<file path="config.mk">
export PLATFORM = sky130hd
export DESIGN_NAME = muldiv_sequencer
export DESIGN_NICKNAME = d
export VERILOG_FILES = /design/src/rtl/muldiv_sequencer.sv
export SDC_FILE = /design/constraint.sdc
export NUM_CORES = 1
export LEC_CHECK = 0
export CAP_MARGIN = 20
export CORE_ASPECT_RATIO = 0.7
export CORE_MARGIN = 2
export CORE_UTILIZATION = 35
export CTS_BUF_LIST = sky130_fd_sc_hd__clkbuf_4 sky130_fd_sc_hd__clkbuf_8
export DETAILED_ROUTE_END_ITERATION = 7
export HOLD_SLACK_MARGIN = 0.06
export SLEW_MARGIN = 0
export SYNTH_ARGS = -nofsm -noshare
export SYNTH_HDL_FRONTEND = slang
export SYNTH_SLANG_ARGS = --single-unit
</file>
<file path="constraint.sdc">
create_clock -name clk -period 22.7 [get_ports clk]
set_clock_uncertainty 0.1 [all_clocks]
set_input_delay 4.54 -clock clk [delete_from_list [all_inputs] [get_ports clk]]
set_output_delay 4.54 -clock clk [all_outputs]
set_load 0.02 [all_outputs]
</file>
<file path="src/rtl/muldiv_sequencer.sv">
// rtl/muldiv_sequencer.sv - iterative MUL / SDIV sequencer for the EX stage
// Optional macro MULDIV_EARLY_OUT_EN: MUL leaves RUN once the remaining multiplier bits are zero.
module muldiv_sequencer #(
    parameter int WIDTH = 64,
    parameter int CNT_W = 7
) (
    input  logic             clk,
    input  logic             reset,
    input  logic             start,
    input  logic             op,
    input  logic [WIDTH-1:0] a,
    input  logic [WIDTH-1:0] b,
    input  logic             flush,
    output logic             stall,
    output logic             busy,
    output logic             done,
    output logic [WIDTH-1:0] result,
    output logic             div_by_zero
);

    typedef enum logic [1:0] {IDLE, RUN, FIN} state_t;

    state_t           state, state_nx;
    logic [CNT_W-1:0] cnt;
    logic [WIDTH-1:0] acc, x, y;
    logic [WIDTH-1:0] acc_nx, x_nx, y_nx;
    logic [WIDTH-1:0] a_mag, b_mag;
    logic [WIDTH:0]   rem_sh, diff;
    logic             is_div, neg;
    logic             accept, last_iter, start_dbz;

    assign a_mag     = a[WIDTH-1] ? -a : a;
    assign b_mag     = b[WIDTH-1] ? -b : b;
    assign start_dbz = op && (b == '0);

    // MUL: acc accumulates, x is the shifting multiplicand, y the draining multiplier.
    // SDIV: acc is the partial remainder, x shifts the dividend out and quotient bits in, y is the divisor.
    always_comb begin
        rem_sh = {acc, x[WIDTH-1]};
        diff   = rem_sh - {1'b0, y};
        if (is_div) begin
            y_nx = y;
            if (!diff[WIDTH]) begin
                acc_nx = diff[WIDTH-1:0];
                x_nx   = {x[WIDTH-2:0], 1'b1};
            end else begin
                acc_nx = rem_sh[WIDTH-1:0];
                x_nx   = {x[WIDTH-2:0], 1'b0};
            end
        end else begin
            acc_nx = acc + (y[0] ? x : '0);
            x_nx   = x << 1;
            y_nx   = y >> 1;
        end
    end

`ifdef MULDIV_EARLY_OUT_EN
    assign last_iter = (cnt == CNT_W'(WIDTH - 1)) || (!is_div && (y_nx == '0));
`else
    assign last_iter = (cnt == CNT_W'(WIDTH - 1));
`endif

    always_ff @(posedge clk or posedge reset) begin
        if (reset) begin
            state <= IDLE;
        end else begin
            state <= state_nx;
        end
    end

    always_comb begin
        state_nx = state;
        stall    = 1'b0;
        accept   = 1'b0;
        busy     = (state != IDLE);
        done     = 1'b0;
        case (state)
            IDLE: begin
                if (start && !flush) begin
                    accept   = 1'b1;
                    stall    = 1'b1;
                    state_nx = start_dbz ? FIN : RUN;
                end
            end
            RUN: begin
                if (flush) begin
                    state_nx = IDLE;
                end else begin
                    stall = 1'b1;
                    if (last_iter) begin
                        state_nx = FIN;
                    end
                end
            end
            FIN: begin
                done     = 1'b1;
                state_nx = IDLE;
            end
            default: state_nx = IDLE;
        endcase
        // The instruction may still hold start while reset is asserted.
        if (reset) begin
            stall = 1'b0;
        end
    end

    always_ff @(posedge clk or posedge reset) begin
        if (reset) begin
            cnt         <= '0;
            acc         <= '0;
            x           <= '0;
            y           <= '0;
            is_div      <= 1'b0;
            neg         <= 1'b0;
            result      <= '0;
            div_by_zero <= 1'b0;
        end else if (accept) begin
            cnt    <= '0;
            acc    <= '0;
            is_div <= op;
            neg    <= op && (a[WIDTH-1] ^ b[WIDTH-1]);
            x      <= op ? a_mag : a;
            y      <= op ? b_mag : b;
            if (start_dbz) begin
                result      <= '0;
                div_by_zero <= 1'b1;
            end
        end else if (state == RUN && !flush) begin
            cnt <= cnt + 1'b1;
            acc <= acc_nx;
            x   <= x_nx;
            y   <= y_nx;
            if (last_iter) begin
                result      <= is_div ? (neg ? -x_nx : x_nx) : acc_nx;
                div_by_zero <= 1'b0;
            end
        end
    end

endmodule

</file>
; Word level (Yosys, flattened, before mapping)
; Index checks and enable logic that the tools add are counted.
[classes]
addsub = 6
n_eq_ne = 7
mux = 39
bitwise_logic = 1
reduce_logical = 13
[op_table]
columns = op, n
row1 = 64-bit 2-to-1 mux, 20
row2 = 64-bit negator, 3
row3 = 65-bit by 64-bit subtractor with 65-bit output, 1
row4 = 64-bit adder, 1
row5 = 64-bit logical NOT, 1
row6 = 7-bit 2-to-1 mux, 2
row7 = 1-bit 2-to-1 mux, 11
row8 = 2-bit 2-to-1 mux, 4
row9 = "7-bit by 1-bit adder with 7-bit output, second input constant", 1
row10 = "7-bit by 6-bit equality test with 1-bit output, second input constant", 1
row11 = 2-bit nonzero test, 3
row12 = 1-bit logical AND, 4
row13 = "2-bit by 1-bit inequality test with 1-bit output, second input constant", 2
row14 = 2-bit one-hot mux with 2 select lines, 1
row15 = 2-bit AND reduction, 2
row16 = "3-bit inequality test, second input constant", 1
row17 = 3-bit AND reduction, 1
row18 = "2-bit by 1-bit equality test with 1-bit output, second input constant", 1
row19 = "2-bit equality test, second input constant", 1
row20 = 2-bit logical NOT, 1
row21 = "2-bit inequality test, second input constant", 1
row22 = 1-bit one-hot mux with 2 select lines, 1
row23 = 1-bit logical NOT, 1
row24 = 1-bit XOR, 1
[totals]
register_bits = 268
in_bits = 133
output_inout_bits = 68
wordCells = 75

; Longest topological paths before layout
; Gate-level depths: netlist of the first run.
[logic_depth]
depth_word = 9
mapped_depth = 24
ltp_nobuf = 22

; Worst setup path before layout of the first run
; Ideal clock, no wire load.
[synth_path]
path_type = input-to-output
from = input flush
to = output stall
t_arrival_ns = 6.058
required_time_ns = 18.060
slack_ns = 12.002
stages = 6
path_buffers = 3
cell_sequence = nor4b_1 clkbuf_1 nor2_1 clkbuf_1 clkbuf_1 nor2_1
[synth_between]
elab_chain_len = 5
elab_cells_between_ends = 6
cone_classes = mux (4) / reduce/logical (2)
[synth_rtl]
columns = item, line
row1 = "start, declared", 13  ; input logic flush,
row2 = 1-bit logical NOT, 79  ; if (start && !flush) begin
row3 = 1-bit logical AND, 79
row4 = 1-bit 2-to-1 mux, 79
row5 = 1-bit one-hot mux with 2 select lines *, 77  ; case (state)
row6 = 1-bit 2-to-1 mux *, 102  ; if (reset) begin
row7 = "end, declared", 14  ; output logic stall,
; Every way passes the cells marked *; elsewhere a longest branch is shown, timed or not.

; Final worst setup path of the first run
[layout_path]
from = input start
to = output stall
[layout_between]
elab_chain_len = 4
[layout_rtl]
columns = item, line
row1 = "start, declared", 9  ; input logic start,
row2 = 1-bit logical AND, 79
row3 = 1-bit 2-to-1 mux, 79
row4 = 1-bit one-hot mux with 2 select lines, 77
row5 = 1-bit 2-to-1 mux, 102
; Every way passes these cells.

==> results of run 1 <==
cell usage after synthesis (24+ instances only):
cell and number:
o41ai_1 31, nand3_1 34, a21oi_1 251, o221ai_1 24
a211oi_1 58, clkbuf_1 178, xor2_1 160, nor2_1 215
or3_1 37, o21ai_0 356, and2_1 80, a31oi_1 30
xnor2_1 142, nor3_1 51, o31ai_1 56, nand4_1 35
nand2_1 357, a21o_1 86, dfrtp_1 268, inv_1 114
a22oi_1 62, ha_1 132
area by class of cell:
| class | count | area share (%) |
|---|---|---|
| clock inverters | 6 | 0.298 |
| flip-flops and latches | 268 | 24.3 |
| well taps | 902 | 4.08 |
| repair buffers | 236 | 8.43 |
| diodes | 1 | 0.00904 |
| multi-input cells | 2520 | 58.2 |
| inverters | 115 | 1.59 |
| clock buffers | 69 | 3.09 |
registers in the layout, indices dropped and copies added, names as in the netlist:
name,count
is_div,1
div_by_zero,1
y,64
acc,64
cnt,7
neg,1
state,2
x,64
result,64
path summary, 6_finish.rpt:
check	startpoint	end	slack, ns
worst max register to register	x[63]	result[52]	15.23
worst min register to register	result[52]	result[52]	0.37
min in group asynchronous	reset	result[3]	4.30
worst max-delay path	start	stall	11.72
max in group asynchronous	reset	is_div	16.74
worst min-delay path	result[52]	result[52]	0.37
power by group:
| group | total (uW) | internal, uW | switching [uW] |
|---|---|---|---|
| Combinational | 2230 | 889 | 1340 |
| Clock | 477 | 261 | 216 |
| Sequential | 849 | 641 | 207 |
stage by stage:
step | utilization [%] | hold WS, ns | total power [uW] | worst slack (ns) | instance area [um2]
5_1_grt | 40.7 | 0.394 | 3850 | 11.64 | 27700
2_1_floorplan | - | 0.350 | 2400 | 10.68 | 24000
4_1_cts | 40.6 | 0.381 | 3550 | 11.72 | 27600
6_report | 40.7 | 0.373 | 3560 | 11.72 | 27700
3_3_place_gp | 39.2 | 0.362 | 3050 | 11.76 | 26600
3_5_place_dp | 39.2 | 0.367 | 3060 | 11.75 | 26700
cell families (layout without fill, tap and decap cells):
group / count (synthesis) / in the layout / synth area share, %
AOI/OAI and AO/OA: 1123 / 1123 / 29.5
other: 0 / 1 / 0
buffers and inverters: 312 / 426 / 4.94
and+or+nand+nor: 939 / 939 / 18.5
DFF: 268 / 268 / 28.0
muxes: 22 / 22 / 0.919
adders and majority gates: 134 / 134 / 7.06
xor gates and xnor gates: 302 / 302 / 11.0
per-layer routing:
layer / vias to the layer above / part of all wire [%] / wire length, um / global-route usage, %
met4: 0 / 2.0 / 1610 / 4.90
met3: 111 / 5.7 / 4490 / 3.56
met5: - / 0 / 0 / 0
met1: 11142 / 45 / 35900 / 30.3
li1: 11428 / - / - / -
met2: 595 / 47 / 37100 / 36.2
worst max-delay path, cell delays in order:
cell and delay [ns]:
clkdlybuf4s50_1 0.49, nor4b_2 0.21, buf_4 0.25, nor2_4 0.11
nor2_1 0.10, clkdlybuf4s50_1 0.61
==> flow_metrics.tcl, run 1 <==
set metrics [dict create \
    cts_sinks 268 \
    drc 0 \
    grt_pass1_vias 22285 \
    die_area_um2 70600 \
    place_congestion 0.926 \
    avgRoutedWirePerCell_um 19.2 \
    cts_htree_levels 2 \
    initial_utilization_pct 35.2 \
    synth-seq-cells 268 \
    stdcell_count 4117 \
    drive_gt1_share_pct 4.70 \
    hold_viol 0 \
    regArea_um2 6710 \
    status "completed" \
    synth.distinct_cells 75 \
    num_rows 80 \
    maxSlewViolCount 0 \
    synth_enable_flop_cells 0 \
    io_buffers 200 \
    fmax_mhz 91.1 \
    syn_nets 3367 \
    maxCapViolCount 0 \
    multi_input_area_um2 16100 \
    period_minus_slack_ns 10.98 \
    nNetsFinal 3452 \
    nFillCells 6983 \
    die_x_um 317 \
    core_um2 68000 \
    clock_latency_ns 0.62 \
    wirelength_um 79100 \
    clk_path_buf_depth 3 \
    syn-instance-count 3100 \
    start_kind "input pin" \
    yosysSeqAreaShare_pct 28.0 \
    cts.clk_slew.worst_paths_ns 0.06 \
    gr-total-overflow 0 \
    slew_headroom_pct 21.6 \
    setup_viol 0 \
    netlist.area_leader.share_pct 28.0 \
    hpwl_um 60500 \
    setup-tns-final_ns 0 \
    leakage_uw 0.0116 \
    drt_iter0_drc 1981 \
    hold_buffers 0 \
    async_reset_ff_share_pct 100 \
    ant_nets 0 \
    worstRegToRegCells 24 \
    grt.total_usage_pct 22.0 \
    synth_warnings 0 \
    synth_ff_type "dfrtp_1" \
    grt_max_degree 94 \
    vias 23276 \
    ctsResizeCount 0 \
    synth_area_leader_cell "dfrtp_1" \
    grt_pass1_wl_um 125000 \
    firstDrtPassIters 6 \
    hp-class "flop to flop" \
    post-route-period-util_pct 48.4 \
    final_cell_mix "nand2_1 (357), o21ai_0 (355), dfrtp_1 (266), a21oi_1 (250), nor2_1 (212)" \
    end_kind "output port" \
    ios 201 \
    hold_depth 1 \
    cts_made_buffers 44 \
    ys_top_cells_by_area "dfrtp_1 (28%), o21ai_0 (7.4%), ha_1 (6.9%), xor2_1 (5.9%), nand2_1 (5.6%)" \
    grt_antenna_before_repair 0 \
    syn_area_um2 24000 \
    layout_commonest_cell "nand2_1" \
    tightest_slew_ns 1.17 \
    crit_type "input pin to output port" \
    die_y_um 223 \
    power.density_nw_per_um2 129 \
    cp_data_required_time_ns 18.06 \
    cts_tree "done" \
    syn_to_final_growth_pct 15.5 \
    dp_cells 4039 \
    arrival_ns 6.34 \
    rsz0062_at_grt "false" \
    path_max_fanout 7 \
    cts-root-buf "clkbuf_8" \
    avgSynthCellArea_um2 7.73 \
    postCtsSetupRepairBufs 0 \
    vdd_ir_drop_max_v 0.0000595 \
    vias_per_cell 5.65 \
]
No activity file was read; power rests on OpenSTA's default activity.
==> run 2, diff against run 1 <==
- clock period: 22.7 -> 8.79 ns (I/O delays scaled with it)
==> flow_metrics.tcl, run 2 (synthesized netlist as in run 1, its figures left out) <==
set metrics [dict create \
    status "completed" \
    nFillCells 7013 \
    syn_to_final_growth_pct 15.8 \
    io_buffers 200 \
    period_minus_slack_ns 6.08 \
    fmax_mhz 164 \
    layout_commonest_cell "nand2_1" \
    leakage_uw 0.0116 \
    hold_depth 1 \
    clock_latency_ns 0.64 \
    firstDrtPassIters 5 \
    worst_path_dominant_cell_family "simple AND/OR/NAND/NOR gates" \
    cts.clk_slew.worst_paths_ns 0.06 \
    crit_path_cell_trace "clkdlybuf4s50_1, or4_1, or4_1, nor3_1, and4_1, nand2_1, or2_1, nor4_1, buf_4, a21oi_4, buf_4, a22o_1" \
    setup_ws_ns 2.71 \
    regArea_um2 6710 \
    crit_path_top_delay_cell "nor3_1" \
    ios 201 \
    r2r_slack_ns 2.79 \
    vias_per_cell 5.67 \
    setup_viol 0 \
    final_cell_mix "nand2_1 (357), o21ai_0 (355), dfrtp_1 (266), a21oi_1 (250), nor2_1 (212)" \
    post-place-ws_ns 2.11 \
    r2r-end "result[40]" \
    grt_pass1_wl_um 127000 \
    nNetsFinal 3450 \
    hold_viol 0 \
    place_congestion 0.920 \
    core_um2 68000 \
    maxSlewViolCount 0 \
    die_area_um2 70600 \
    power.density_nw_per_um2 338 \
    setup-tns-final_ns 0 \
    cts_tree "done" \
    r2r-start "x[63]" \
    gr-total-overflow 0 \
    grt_antenna_before_repair 0 \
    initial_utilization_pct 35.2 \
    hp-class "flop to flop" \
    start_kind "input pin" \
    rsz0062_at_grt "false" \
    vias 23347 \
    postCtsSetupRepairBufs 0 \
    clk_path_buf_depth 3 \
    cts_htree_levels 2 \
    avgRoutedWirePerCell_um 19.6 \
    drive_gt1_share_pct 4.79 \
    drc 0 \
    cts_sinks 268 \
    min_to "result[6]" \
    ant_nets 0 \
    slew_headroom_pct 29.7 \
    arrival_ns 6.47 \
    critical_path_buf_inv_count 3 \
    die_y_um 223 \
    hpwl_um 61200 \
    multi_input_area_um2 16100 \
    path_max_fanout 66 \
    grt_max_degree 146 \
    vdd_ir_drop_max_v 0.000190 \
    maxCapViolCount 0 \
    crit_type "input pin to flop" \
    end_kind "flop" \
    ctsResizeCount 0 \
    drt_iter0_drc 2109 \
    cts-root-buf "clkbuf_8" \
    grt.total_usage_pct 22.5 \
    max_stage_delay_ns 0.76 \
    hold-worst-slack_ns 0.381 \
    cp_data_required_time_ns 9.18 \
    cts_made_buffers 45 \
    wirelength_um 80600 \
    num_rows 80 \
    grt_pass1_vias 22298 \
    post-route-period-util_pct 69.2 \
    tightest_slew_ns 1.05 \
    hold_buffers 0 \
    min_from "result[6]" \
    die_x_um 317 \
    worstRegToRegCells 21 \
]
## run 2: cell count changes in the layout (fill, tap and decap cells not counted), sizes merged
cell | before | now
clkinv | 4 | 6
inv | 114 | 115
buf | 36 | 33
clkbuf | 69 | 68
clkinvlp | 1 | 3
bufinv | 2 | 4
## run 2: worst max path at each step
stage	slack (ns)	endpoint	cells past startpoint	startpoint
final	2.71	result[2]	12	b[9]
after global routing	2.18	result[60]	22	x[63]
after detailed placement	2.11	result[63]	13	b[9]
after CTS	2.76	result[63]	13	b[9]
after floorplan	3.39	acc[0]	1	reset
after global placement	2.27	result[63]	13	b[9]
## run 2: metrics by stage
step	util [%]	total power, uW	area [um2]	cells
CTS	40.8	9330	27700	4118
global placement	39.2	7980	26700	4036
floorplan	-	6200	24000	3100
detailed placement	39.3	7970	26700	4037
global route	40.8	10100	27700	4119
finish	40.8	9360	27700	4120
## run 2: worst reg2reg max path, cell delays in order (launching register included)
cell and delay, ns:
dfrtp_1 0.40, inv_1 0.19, ha_1 0.22, inv_1 0.06
fa_1 0.41, a211oi_1 0.28, o211ai_1 0.17, a31oi_1 0.34
a2bb2oi_1 0.57, a2111oi_0 0.34, mux2i_1 0.20, nand2_1 0.23
clkinv_1 0.14, ha_1 0.24, nand2_1 0.12, nor4_1 0.21
nand2_1 0.31, or3_1 0.52, o41ai_1 0.34, xor2_1 0.19
a21oi_1 0.08, a22o_1 0.20
## run 2: area by class of cell
cell class,instances,share of cell area [%]
multi-input cells,2520,58.1
flip-flops and latches,268,24.2
repair buffers,233,8.35
well taps,902,4.07
clock buffers,68,3.04
inverters,115,1.57
clock inverters,13,0.654
diodes,1,0.00902
## run 2: layer usage
| layer | wire length, um | vias up | GRT usage [%] | share of wire (%) |
|---|---|---|---|---|
| li1 | - | 11441 | - | - |
| met1 | 37200 | 11203 | 31.7 | 46 |
| met2 | 37600 | 615 | 36.5 | 47 |
| met3 | 4240 | 88 | 3.35 | 5.3 |
| met4 | 1580 | 0 | 4.70 | 2.0 |
| met5 | 0 | - | 0 | 0 |
## run 2: report_power, final
| group | internal, uW | switching (uW) |
|---|---|---|
| combinational | 2300 | 3520 |
| clock | 734 | 593 |
| sequential | 1660 | 558 |
| total | 4690 | 4670 |
